==> config.mk <==
export PLATFORM = sky130hd
export DESIGN_NAME = alu_seq
export DESIGN_NICKNAME = d
export VERILOG_FILES = /design/src/rtl/alu_pkg.sv /design/src/rtl/alu_muldiv_iter.sv /design/src/rtl/alu_seq.sv
export SDC_FILE = /design/constraint.sdc
export NUM_CORES = 2
export LEC_CHECK = 0
export CORE_UTILIZATION = 40
export CTS_CLUSTER_DIAMETER = 30
export DETAILED_ROUTE_END_ITERATION = 10
export MAX_ROUTING_LAYER = met4
export PLACE_DENSITY_LB_ADDON = 0.05
export SETUP_SLACK_MARGIN = 0.1
export SYNTH_ARGS = -nofsm -noshare
export SYNTH_HDL_FRONTEND = slang
export SYNTH_SLANG_ARGS = --single-unit
==> constraint.sdc <==
create_clock -name CLK -period 23 [get_ports CLK]
set_input_delay 4.6 -clock CLK [delete_from_list [all_inputs] [get_ports CLK]]
set_output_delay 4.6 -clock CLK [all_outputs]
set_load 0.05 [all_outputs]
==> src/rtl/alu_pkg.sv <==
// Shared opcode, state and error-bit definitions for the sequential ALU.
package alu_pkg;

  localparam int unsigned OP_AND   = 0;
  localparam int unsigned OP_OR    = 1;
  localparam int unsigned OP_ADD   = 2;
  localparam int unsigned OP_SUB   = 3;
  localparam int unsigned OP_PASSB = 4;
  localparam int unsigned OP_XOR   = 5;
  localparam int unsigned OP_MUL   = 6;
  localparam int unsigned OP_DIV   = 7;
  localparam int unsigned OP_REM   = 8;

  localparam int unsigned ERR_W       = 2;
  localparam int unsigned ERR_DIV0    = 0;
  localparam int unsigned ERR_ILLEGAL = 1;

  typedef enum logic [1:0] {
    ST_IDLE = 2'd0,
    ST_BUSY = 2'd1,
    ST_DONE = 2'd2
  } state_e;

  typedef enum logic [1:0] {
    IT_MUL = 2'd0,
    IT_DIV = 2'd1,
    IT_REM = 2'd2
  } iter_op_e;

endpackage

==> src/rtl/alu_muldiv_iter.sv <==
// Bit-serial shift-add multiplier and restoring divider, one bit per cycle.
// The start cycle already performs the first step, so WIDTH steps end WIDTH cycles after start.
module alu_muldiv_iter
  import alu_pkg::*;
#(
  parameter int unsigned WIDTH = 64
) (
  input  logic             clk,
  input  logic             rst,
  input  logic             start,
  input  iter_op_e         op,
  input  logic [WIDTH-1:0] a,
  input  logic [WIDTH-1:0] b,
  output logic             done,
  output logic [WIDTH-1:0] result,
  output logic             high_nz
);

  localparam int unsigned CNT_W = $clog2(WIDTH);

  logic             running;
  logic [CNT_W-1:0] cnt;
  iter_op_e         op_q;
  logic [WIDTH-1:0] b_q;
  // hi holds the product upper half or the partial remainder; lo the product lower half or quotient
  logic [WIDTH-1:0] hi, lo;

  logic [WIDTH-1:0] src_hi, src_lo, src_b, nxt_hi, nxt_lo;
  iter_op_e         src_op;
  logic [WIDTH:0]   add_sum, shifted;

  always_comb begin
    src_hi  = start ? '0 : hi;
    src_lo  = start ? a : lo;
    src_b   = start ? b : b_q;
    src_op  = start ? op : op_q;
    add_sum = {1'b0, src_hi} + (src_lo[0] ? {1'b0, src_b} : '0);
    shifted = {src_hi, src_lo[WIDTH-1]};
    nxt_hi  = src_hi;
    nxt_lo  = src_lo;
    if (src_op == IT_MUL) begin
      {nxt_hi, nxt_lo} = {add_sum, src_lo[WIDTH-1:1]};
    end else if (shifted >= {1'b0, src_b}) begin
      nxt_hi = WIDTH'(shifted - {1'b0, src_b});
      nxt_lo = {src_lo[WIDTH-2:0], 1'b1};
    end else begin
      nxt_hi = shifted[WIDTH-1:0];
      nxt_lo = {src_lo[WIDTH-2:0], 1'b0};
    end
  end

  always_ff @(posedge clk or posedge rst) begin
    if (rst) begin
      running <= 1'b0;
      cnt     <= '0;
      op_q    <= IT_MUL;
      b_q     <= '0;
      hi      <= '0;
      lo      <= '0;
    end else if (start) begin
      running <= 1'b1;
      cnt     <= CNT_W'(WIDTH - 1);
      op_q    <= op;
      b_q     <= b;
      hi      <= nxt_hi;
      lo      <= nxt_lo;
    end else if (running) begin
      if (cnt == '0) begin
        running <= 1'b0;
      end else begin
        cnt <= cnt - 1'b1;
        hi  <= nxt_hi;
        lo  <= nxt_lo;
      end
    end
  end

  assign done    = running && (cnt == '0);
  assign result  = (op_q == IT_REM) ? hi : lo;
  assign high_nz = |hi;

endmodule

==> src/rtl/alu_seq.sv <==
// Sequential ALU with valid/ready handshake; logic/add ops finish in one cycle,
// MUL/DIV/REM run through the bit-serial iterator.
module alu_seq
  import alu_pkg::*;
#(
  parameter int unsigned WIDTH  = 64,
  parameter int unsigned MODE_W = 4
) (
  input  logic              CLK,
  input  logic              RST,
  input  logic              in_valid,
  output logic              in_ready,
  input  logic [MODE_W-1:0] mode,
  input  logic [WIDTH-1:0]  A,
  input  logic [WIDTH-1:0]  B,
  output logic              out_valid,
  input  logic              out_ready,
  output logic [WIDTH-1:0]  out,
  output logic              zeroflag,
  output logic              carry,
  output logic              ovf,
  output logic [ERR_W-1:0]  err
);

  state_e state, nxt_state;

  logic             accept, is_iter, iter_start, iter_done, iter_high_nz, mul_q;
  iter_op_e         iter_op;
  logic [WIDTH-1:0] res, iter_result;
  logic             res_c, res_v;
  logic [ERR_W-1:0] res_err;
  logic [WIDTH:0]   sum, diff;

  assign accept     = in_valid && in_ready;
  assign iter_start = accept && is_iter;

  // Opcode decode and single-cycle result
  always_comb begin
    sum     = {1'b0, A} + {1'b0, B};
    diff    = {1'b0, A} - {1'b0, B};
    is_iter = 1'b0;
    iter_op = IT_MUL;
    res     = '0;
    res_c   = 1'b0;
    res_v   = 1'b0;
    res_err = '0;
    case (mode)
      MODE_W'(OP_AND):   res = A & B;
      MODE_W'(OP_OR):    res = A | B;
      MODE_W'(OP_XOR):   res = A ^ B;
      MODE_W'(OP_PASSB): res = B;
      MODE_W'(OP_ADD): begin
        res   = sum[WIDTH-1:0];
        res_c = sum[WIDTH];
        res_v = (A[WIDTH-1] == B[WIDTH-1]) && (sum[WIDTH-1] != A[WIDTH-1]);
      end
      MODE_W'(OP_SUB): begin
        res   = diff[WIDTH-1:0];
        res_c = diff[WIDTH];
        res_v = (A[WIDTH-1] != B[WIDTH-1]) && (diff[WIDTH-1] != A[WIDTH-1]);
      end
      MODE_W'(OP_MUL): begin
        is_iter = 1'b1;
        iter_op = IT_MUL;
      end
      MODE_W'(OP_DIV): begin
        if (B == '0) begin
          res               = '1;
          res_err[ERR_DIV0] = 1'b1;
        end else begin
          is_iter = 1'b1;
          iter_op = IT_DIV;
        end
      end
      MODE_W'(OP_REM): begin
        if (B == '0) begin
          res               = A;
          res_err[ERR_DIV0] = 1'b1;
        end else begin
          is_iter = 1'b1;
          iter_op = IT_REM;
        end
      end
      default: res_err[ERR_ILLEGAL] = 1'b1;
    endcase
  end

  alu_muldiv_iter #(.WIDTH(WIDTH)) u_iter (
    .clk    (CLK),
    .rst    (RST),
    .start  (iter_start),
    .op     (iter_op),
    .a      (A),
    .b      (B),
    .done   (iter_done),
    .result (iter_result),
    .high_nz(iter_high_nz)
  );

  always_ff @(posedge CLK or posedge RST) begin
    if (RST) state <= ST_IDLE;
    else     state <= nxt_state;
  end

  always_comb begin
    nxt_state = state;
    case (state)
      ST_IDLE: if (accept)    nxt_state = is_iter ? ST_BUSY : ST_DONE;
      ST_BUSY: if (iter_done) nxt_state = ST_DONE;
      ST_DONE: if (out_ready) nxt_state = ST_IDLE;
      default:                nxt_state = ST_IDLE;
    endcase
  end

  always_comb begin
    in_ready  = (state == ST_IDLE);
    out_valid = (state == ST_DONE);
  end

  // Result and flags are loaded only on completion, so they hold throughout DONE
  always_ff @(posedge CLK or posedge RST) begin
    if (RST) begin
      out      <= '0;
      zeroflag <= 1'b0;
      carry    <= 1'b0;
      ovf      <= 1'b0;
      err      <= '0;
      mul_q    <= 1'b0;
    end else if (accept && !is_iter) begin
      out      <= res;
      zeroflag <= (res == '0);
      carry    <= res_c;
      ovf      <= res_v;
      err      <= res_err;
    end else if (iter_start) begin
      mul_q <= (iter_op == IT_MUL);
    end else if ((state == ST_BUSY) && iter_done) begin
      out      <= iter_result;
      zeroflag <= (iter_result == '0);
      carry    <= 1'b0;
      ovf      <= mul_q && iter_high_nz;
      err      <= '0;
    end
  end

endmodule

# Yosys cells after proc, flatten, opt, wreduce, memory -nomap -nowiden
# Cells that the tools add are included.
op_classes:
  add_sub_neg: 5
  n_mul: 0
  n_div: 0
  order_cmp: 1
  eq_ne: 20
  n_shift: 0
  n_mux: 55
  n_bitwise: 4
  reduce_logical: 26
op_table:
  columns: ["cell", "n"]
  rows:
  - ["two-way mux 64 bit", 19]
  - ["one-hot mux 64 bit (8 select lines)", 1]
  - ["logical NOT 64 bit", 3]
  - ["adder 64 x 64 -> 65 bit", 2]
  - [">= comparator 65 x 64 -> 1 bit", 1]
  - ["subtractor 64 x 64 -> 65 bit", 1]
  - ["bitwise AND 64 bit", 1]
  - ["OR 64 bit", 1]
  - ["OR reduction 64 bit", 1]
  - ["subtractor 64 bit", 1]
  - ["bitwise XOR 64 bit", 1]
  - ["two-way mux 1 bit", 18]
  - ["two-way mux 2 bit", 9]
  - ["two-way mux 6 bit", 3]
  - ["== test 4 x 3 -> 1 bit (second input constant)", 4]
  - ["OR reduction 9 bit", 1]
  - ["== test 4 x 2 -> 1 bit (second input constant)", 2]
  - ["logical AND 1 bit", 8]
  - ["logical NOT 2 bit", 3]
  - ["logical NOT 6 bit", 1]
  - ["inequality test 2 x 1 -> 1 bit (second input constant)", 3]
  - ["one-hot mux 1 bit (2 select lines)", 3]
  - ["one-hot mux 2 bit (3 select lines)", 1]
  - ["AND reduction 2 bit", 3]
  - ["15 further kinds", 20]
word_totals:
  ff_bits: 273
  latchBits: 0
  ram_bits: 0
  mem_bits_ro: 0
  wordCells: 124
  mem_count: 0

# Depth between registers and ports, before layout
depth:
  depth_word: 11
  mapped_depth: 28

# Modules after synthesis
# Synthesis repeated with hierarchy kept, for this count alone.
unflattened:
  cells_unflattened: 4769
  hier_area_um2: 35464.0
modules_own_cells:
  columns: ["module", "instances", "cells_per_inst", "area_each_um2", "seq_area_each_um2"]
  rows:
  - ["alu_muldiv_iter", 1, 2411, 19045.8, 5029.8]
  - ["alu_seq", 1, 2358, 16418.2, 1801.7]

# Least setup slack after synthesis
# No wires, ideal clock.
synth_timing:
  path_type: "input to register"
  start: "in B[2]"
  end: "reg u_iter.hi[50]"
  setup_ps: 123
  arrival_time_ps: 10268
  required_ps: 22877
  setup_slack_ps: 12610
  stages: 25
  n_path_buf: 5
  cell_sequence: "buf_2 > nor4_1 > nand4_1 > or4_1 > buf_2 > a21oi_2 > clkbuf_1 > clkbuf_1 > clkbuf_1 > o21ai_0 > nor2b_1 > ha_1 > and2_1 > maj3_1 > a21oi_1 > a2111oi_1 > a2111o_1 > a31oi_1 > o21ai_1 > a2111oi_1 > o311ai_1 > a21oi_1 > o21ai_1 > xor2_1 > o221a_2"
synth_between:
  elab_chain_len: 11
  elab_cells_between_ends: 24
synth_rtl:
  columns: ["item", "line", "source"]
  rows:
  - ["start: declaration", "alu_seq.sv:15", "input logic [WIDTH-1:0] B,"]
  - ["logical NOT 64 bit (*)", "alu_seq.sv:67, alu_seq.sv:76", null]
  - ["two-way mux 1 bit (*)", "alu_seq.sv:67, alu_seq.sv:76", null]
  - ["one-hot mux 1 bit (2 select lines) (*)", "alu_seq.sv:47", "case (mode)"]
  - ["logical AND 1 bit (*)", "alu_seq.sv:35", "assign iter_start = accept && is_iter;"]
  - ["two-way mux 64 bit (*)", null, null]
  - ["named net u_iter.src_b[0]", "alu_muldiv_iter.sv:28", "logic [WIDTH-1:0] src_hi, src_lo, src_b, nxt_hi, nxt_lo;"]
  - ["subtractor 64 bit, or another cell as far along", "alu_muldiv_iter.sv:44", "nxt_hi = WIDTH'(shifted - {1'b0, src_b});"]
  - ["two-way mux 64 bit or adder 64 x 64 -> 65 bit (tied branches)", "alu_muldiv_iter.sv:43, alu_muldiv_iter.sv:37", null]
  - ["two-way mux 64 bit (*)", "alu_muldiv_iter.sv:41", "if (src_op == IT_MUL) begin"]
  - ["two-way mux 64 bit", "alu_muldiv_iter.sv:68", "if (cnt == '0) begin"]
  - ["two-way mux 64 bit", "alu_muldiv_iter.sv:67", "end else if (running) begin"]
  - ["two-way mux 64 bit (*)", "alu_muldiv_iter.sv:60", "end else if (start) begin"]
  - ["end signal: assignment", "alu_muldiv_iter.sv:65", "hi <= nxt_hi;"]
  - ["end signal: assignment", "alu_muldiv_iter.sv:72", "hi <= nxt_hi;"]
  - ["end: declaration", "alu_muldiv_iter.sv:26", "logic [WIDTH-1:0] hi, lo;"]
# The timed path passes the listed nets; every way through them passes the cells marked *. The select of a mux whose other input is x is not followed.
# A chain may end at the register's enable or synchronous reset.

# Final worst setup path
layout_timing:
  start: "in B[1]"
  end: "reg u_iter.hi[55]"
layout_between:
  elab_chain_len: 11
  elab_cells_between_ends: 24
layout_rtl:
  columns: ["item", "line"]
  rows:
  - ["logical NOT 64 bit", "alu_seq.sv:67, alu_seq.sv:76"]
  - ["two-way mux 1 bit", "alu_seq.sv:67, alu_seq.sv:76"]
  - ["one-hot mux 1 bit (2 select lines)", "alu_seq.sv:47"]
  - ["logical AND 1 bit", "alu_seq.sv:35"]
  - ["two-way mux 64 bit (on tied branches)", null]
  - ["subtractor 64 bit, or another cell as far along", "alu_muldiv_iter.sv:44"]
  - ["two-way mux 64 bit or adder 64 x 64 -> 65 bit (tied branches)", "alu_muldiv_iter.sv:43, alu_muldiv_iter.sv:37"]
  - ["two-way mux 64 bit", "alu_muldiv_iter.sv:41"]
  - ["two-way mux 64 bit", "alu_muldiv_iter.sv:68"]
  - ["two-way mux 64 bit", "alu_muldiv_iter.sv:67"]
  - ["two-way mux 64 bit", "alu_muldiv_iter.sv:60"]
# Parallel ways exist; a longest one is shown, timed or not. The select of a mux whose other input is x is not followed.

==> reports/metrics.cfg <==
[clock_network]
cts_root_buf=clkbuf_16
post_cts_buffers=0
numClockSinks=273
hold_buffers=0
clock_path_buffers=3
h-tree-depth=3
cts_buffers=97
insertion_delay_ns=0.66
post_cts_resized=0
tritoncts=done
clk_pin_slew_worst_paths_ns=0.04

[floorplanning]
rows=107
initial_core_util_pct=40.6
ios=207
dieArea_um2=88200
core_um2=85700
die-height_um=297
die_w_um=297

[yosys]
synth_top_area_share_pct=19.6
netlist_area_um2=34800
synth_cell_types=100
yosysSeqAreaShare_pct=19.6
synth_cells=5018
yosysTopAreaCell=dfrtp_1
ys.flop_type=dfrtp_1
synth_enable_flop_cells=0
yosys_warnings=0
ys_async_sr_fraction_pct=100
ys_seq_elements=273
yosys-top-cells-area=dfrtp_1 (20%), ha_1 (11%), a21oi_1 (9.1%)
post-synth-top-count-cell=nor2_1
syn_avg_cell_area_um2=6.94
netlist_top_cells_count=nor2_1 (641), a21oi_1 (633), nand2_1 (575)
syn-num-nets=5475

[setup_path]
reg2regPathDepth=22
worst_ep_arrival_time_ns=14.93
cp_max_fo=160
cp_data_required_time_ns=23.58
startpoint_type=primary input
crit_type=in -> reg
cp-end-kind=flop

[sta]
fin_crit_sh_pct=62.4
slew_violations=0
slew-limit-headroom_pct=9.15
max_freq_mhz=69.7
fin_skew_ns=0.0445
tightest_slew_ns=1.33
hold_viol_final=0
rsz0062_at_grt=no
setup_tns_ns=0
layout_min_cycle_time_ns=14.34
setup_viol=0

[drt]
ant_nets=0
drt-wirelength-per-cell_um=28.7
first_pass_iters=8
drc=0
drtIter0Drc=5154
via_count=40100
drt_wl_total_um=181000
vias_per_cell=6.37

[power]
p_sw_mw=3.32
clockPowerShare_pct=21.1
power_mw=6.50
power_switching_share_pct=51.2
p_seq_share_pct=15.1
power_density_nw_per_um2=158
power.internal_mw=3.17
combPwrFrac_pct=63.8
leakage_nw=17.9
irDropWorstVdd_mv=0.116

[global_routing]
grt_max_degree=161
grt_pass1_wl_um=261000
antenna_found_initial=6
grt_pass1_vias=37100
grt_usage_pct=40.6
grt.overflow.total=0

[worst_hold_path]
hp-class=reg -> reg
holdPathStages=2

[finish]
stdcell_count=6298
nets=5530
drive_above_1_share_pct=6.19
post-route-util_pct=48.0
fillers=8886
area_growth_pct=18.1

[run]
cap_violations=0

[placement]
io_buffers=206
hpwl_um=141000
dp_cells=6118
place_congestion=1.05

[run_status]
status=finished, final reports clean

[metrics by stage]
stage	hold slack [ns]	setup slack, ns	cell area, µm²
2_1_floorplan	0.455	10.88	34800
4_1_cts	0.493	9.00	41100
3_3_place_gp	0.471	8.52	37700
5_1_grt	0.510	8.42	41100
6_report	0.493	8.66	41100
3_5_place_dp	0.484	8.35	37700
[flip-flops by register name, summed over array words and instances, names as in the netlist, 2 cells and up]
name         flops
u_iter.lo       64
state            2
u_iter.cnt       6
out             64
u_iter.b_q      64
u_iter.op_q      2
u_iter.hi       64
err              2
[final timing paths]
| path | start | endpoint | slack [ns] |
|---|---|---|---|
| min in group asynchronous | RST | u_iter.b_q[11] | 4.51 |
| min | err[0] | err[0] | 0.49 |
| max | B[1] | u_iter.hi[55] | 8.66 |
| max reg2reg | state[0] | u_iter.hi[55] | 14.66 |
| max in group asynchronous | RST | out[52] | 16.30 |
| min reg2reg | err[0] | err[0] | 0.49 |
[area by class of cell]
cell class,instances,area (µm²),share of cell area (%)
antenna,3,7.51,0.0183
clock buffer,128,2670,6.50
clock inverter,49,712,1.73
inverter,313,1190,2.89
multi-input combinational,4119,25700,62.6
sequential,273,6830,16.6
tap,1144,1430,3.48
timing repair buffer,269,2540,6.19
[power by group through the flow]
stage	Combinational, mW	Clock (mW)	Sequential, mW
2_1_floorplan	2.78	0	1.00
3_3_place_gp	4.07	0	0.968
3_5_place_dp	4.06	0	0.969
4_1_cts	4.08	1.38	0.964
5_1_grt	4.51	1.41	0.993
6_report	4.15	1.37	0.979
[critical path: stages]
cell             delay, ns
clkdlybuf4s50_1       0.80
nor4_1                1.12
nand4_1               0.34
or4_1                 0.78
a21oi_4               0.19
buf_4                 0.60
buf_12                0.58
buf_4                 0.93
a21oi_1               0.31
ha_1                  0.48
nand2_1               0.13
nor4_1                0.84
nand2_1               0.21
nor2_1                0.25
and4_1                0.24
a21oi_1               0.07
o211ai_1              0.34
a2111oi_0             0.15
a21o_4                0.44
buf_4                 0.44
nor4b_1               0.40
a211oi_1              0.09
nand3_1               0.13
o221a_2               0.19
[layer usage]
metal / track usage, % / wire length [µm] / vias to the layer above
met2: 55.1 / 72600 / 2185
li1: - / - / 18200
met1: 57.8 / 81400 / 19400
met5: - / 0 / -
met4: 15.5 / 7530 / 0
met3: 8.68 / 19100 / 326
[layout by cell type, fill, tap and decap left out, types with 38 or more instances in the layout]
master	instances
o31ai_1	38
o211ai_1	86
xor2_1	54
inv_1	308
a21o_1	83
nor2_1	640
nand4_1	98
o21bai_1	50
a211oi_1	45
o21ai_0	347
nor2b_1	38
nand3_1	85
a21oi_1	631
dfrtp_1	273
ha_1	318
clkbuf_16	97
a31oi_1	50
clkdlybuf4s50_1	205
nor4_1	72
and2_1	87
buf_4	63
a221oi_1	39
nor3_1	76
nand2_1	571
xnor2_1	117
mux2i_1	78
[cell families after synthesis]
kind of cell / synth area share [%]
XOR/XNOR: 4.30
adder cells (fa/ha/maj): 11.7
multiplexers: 2.47
AND/OR/NAND/NOR: 24.1
buffers and inverters: 6.81
flip-flops: 19.6
AO/OA/AOI/OAI: 31.1
(Power assumes the default switching activity.)
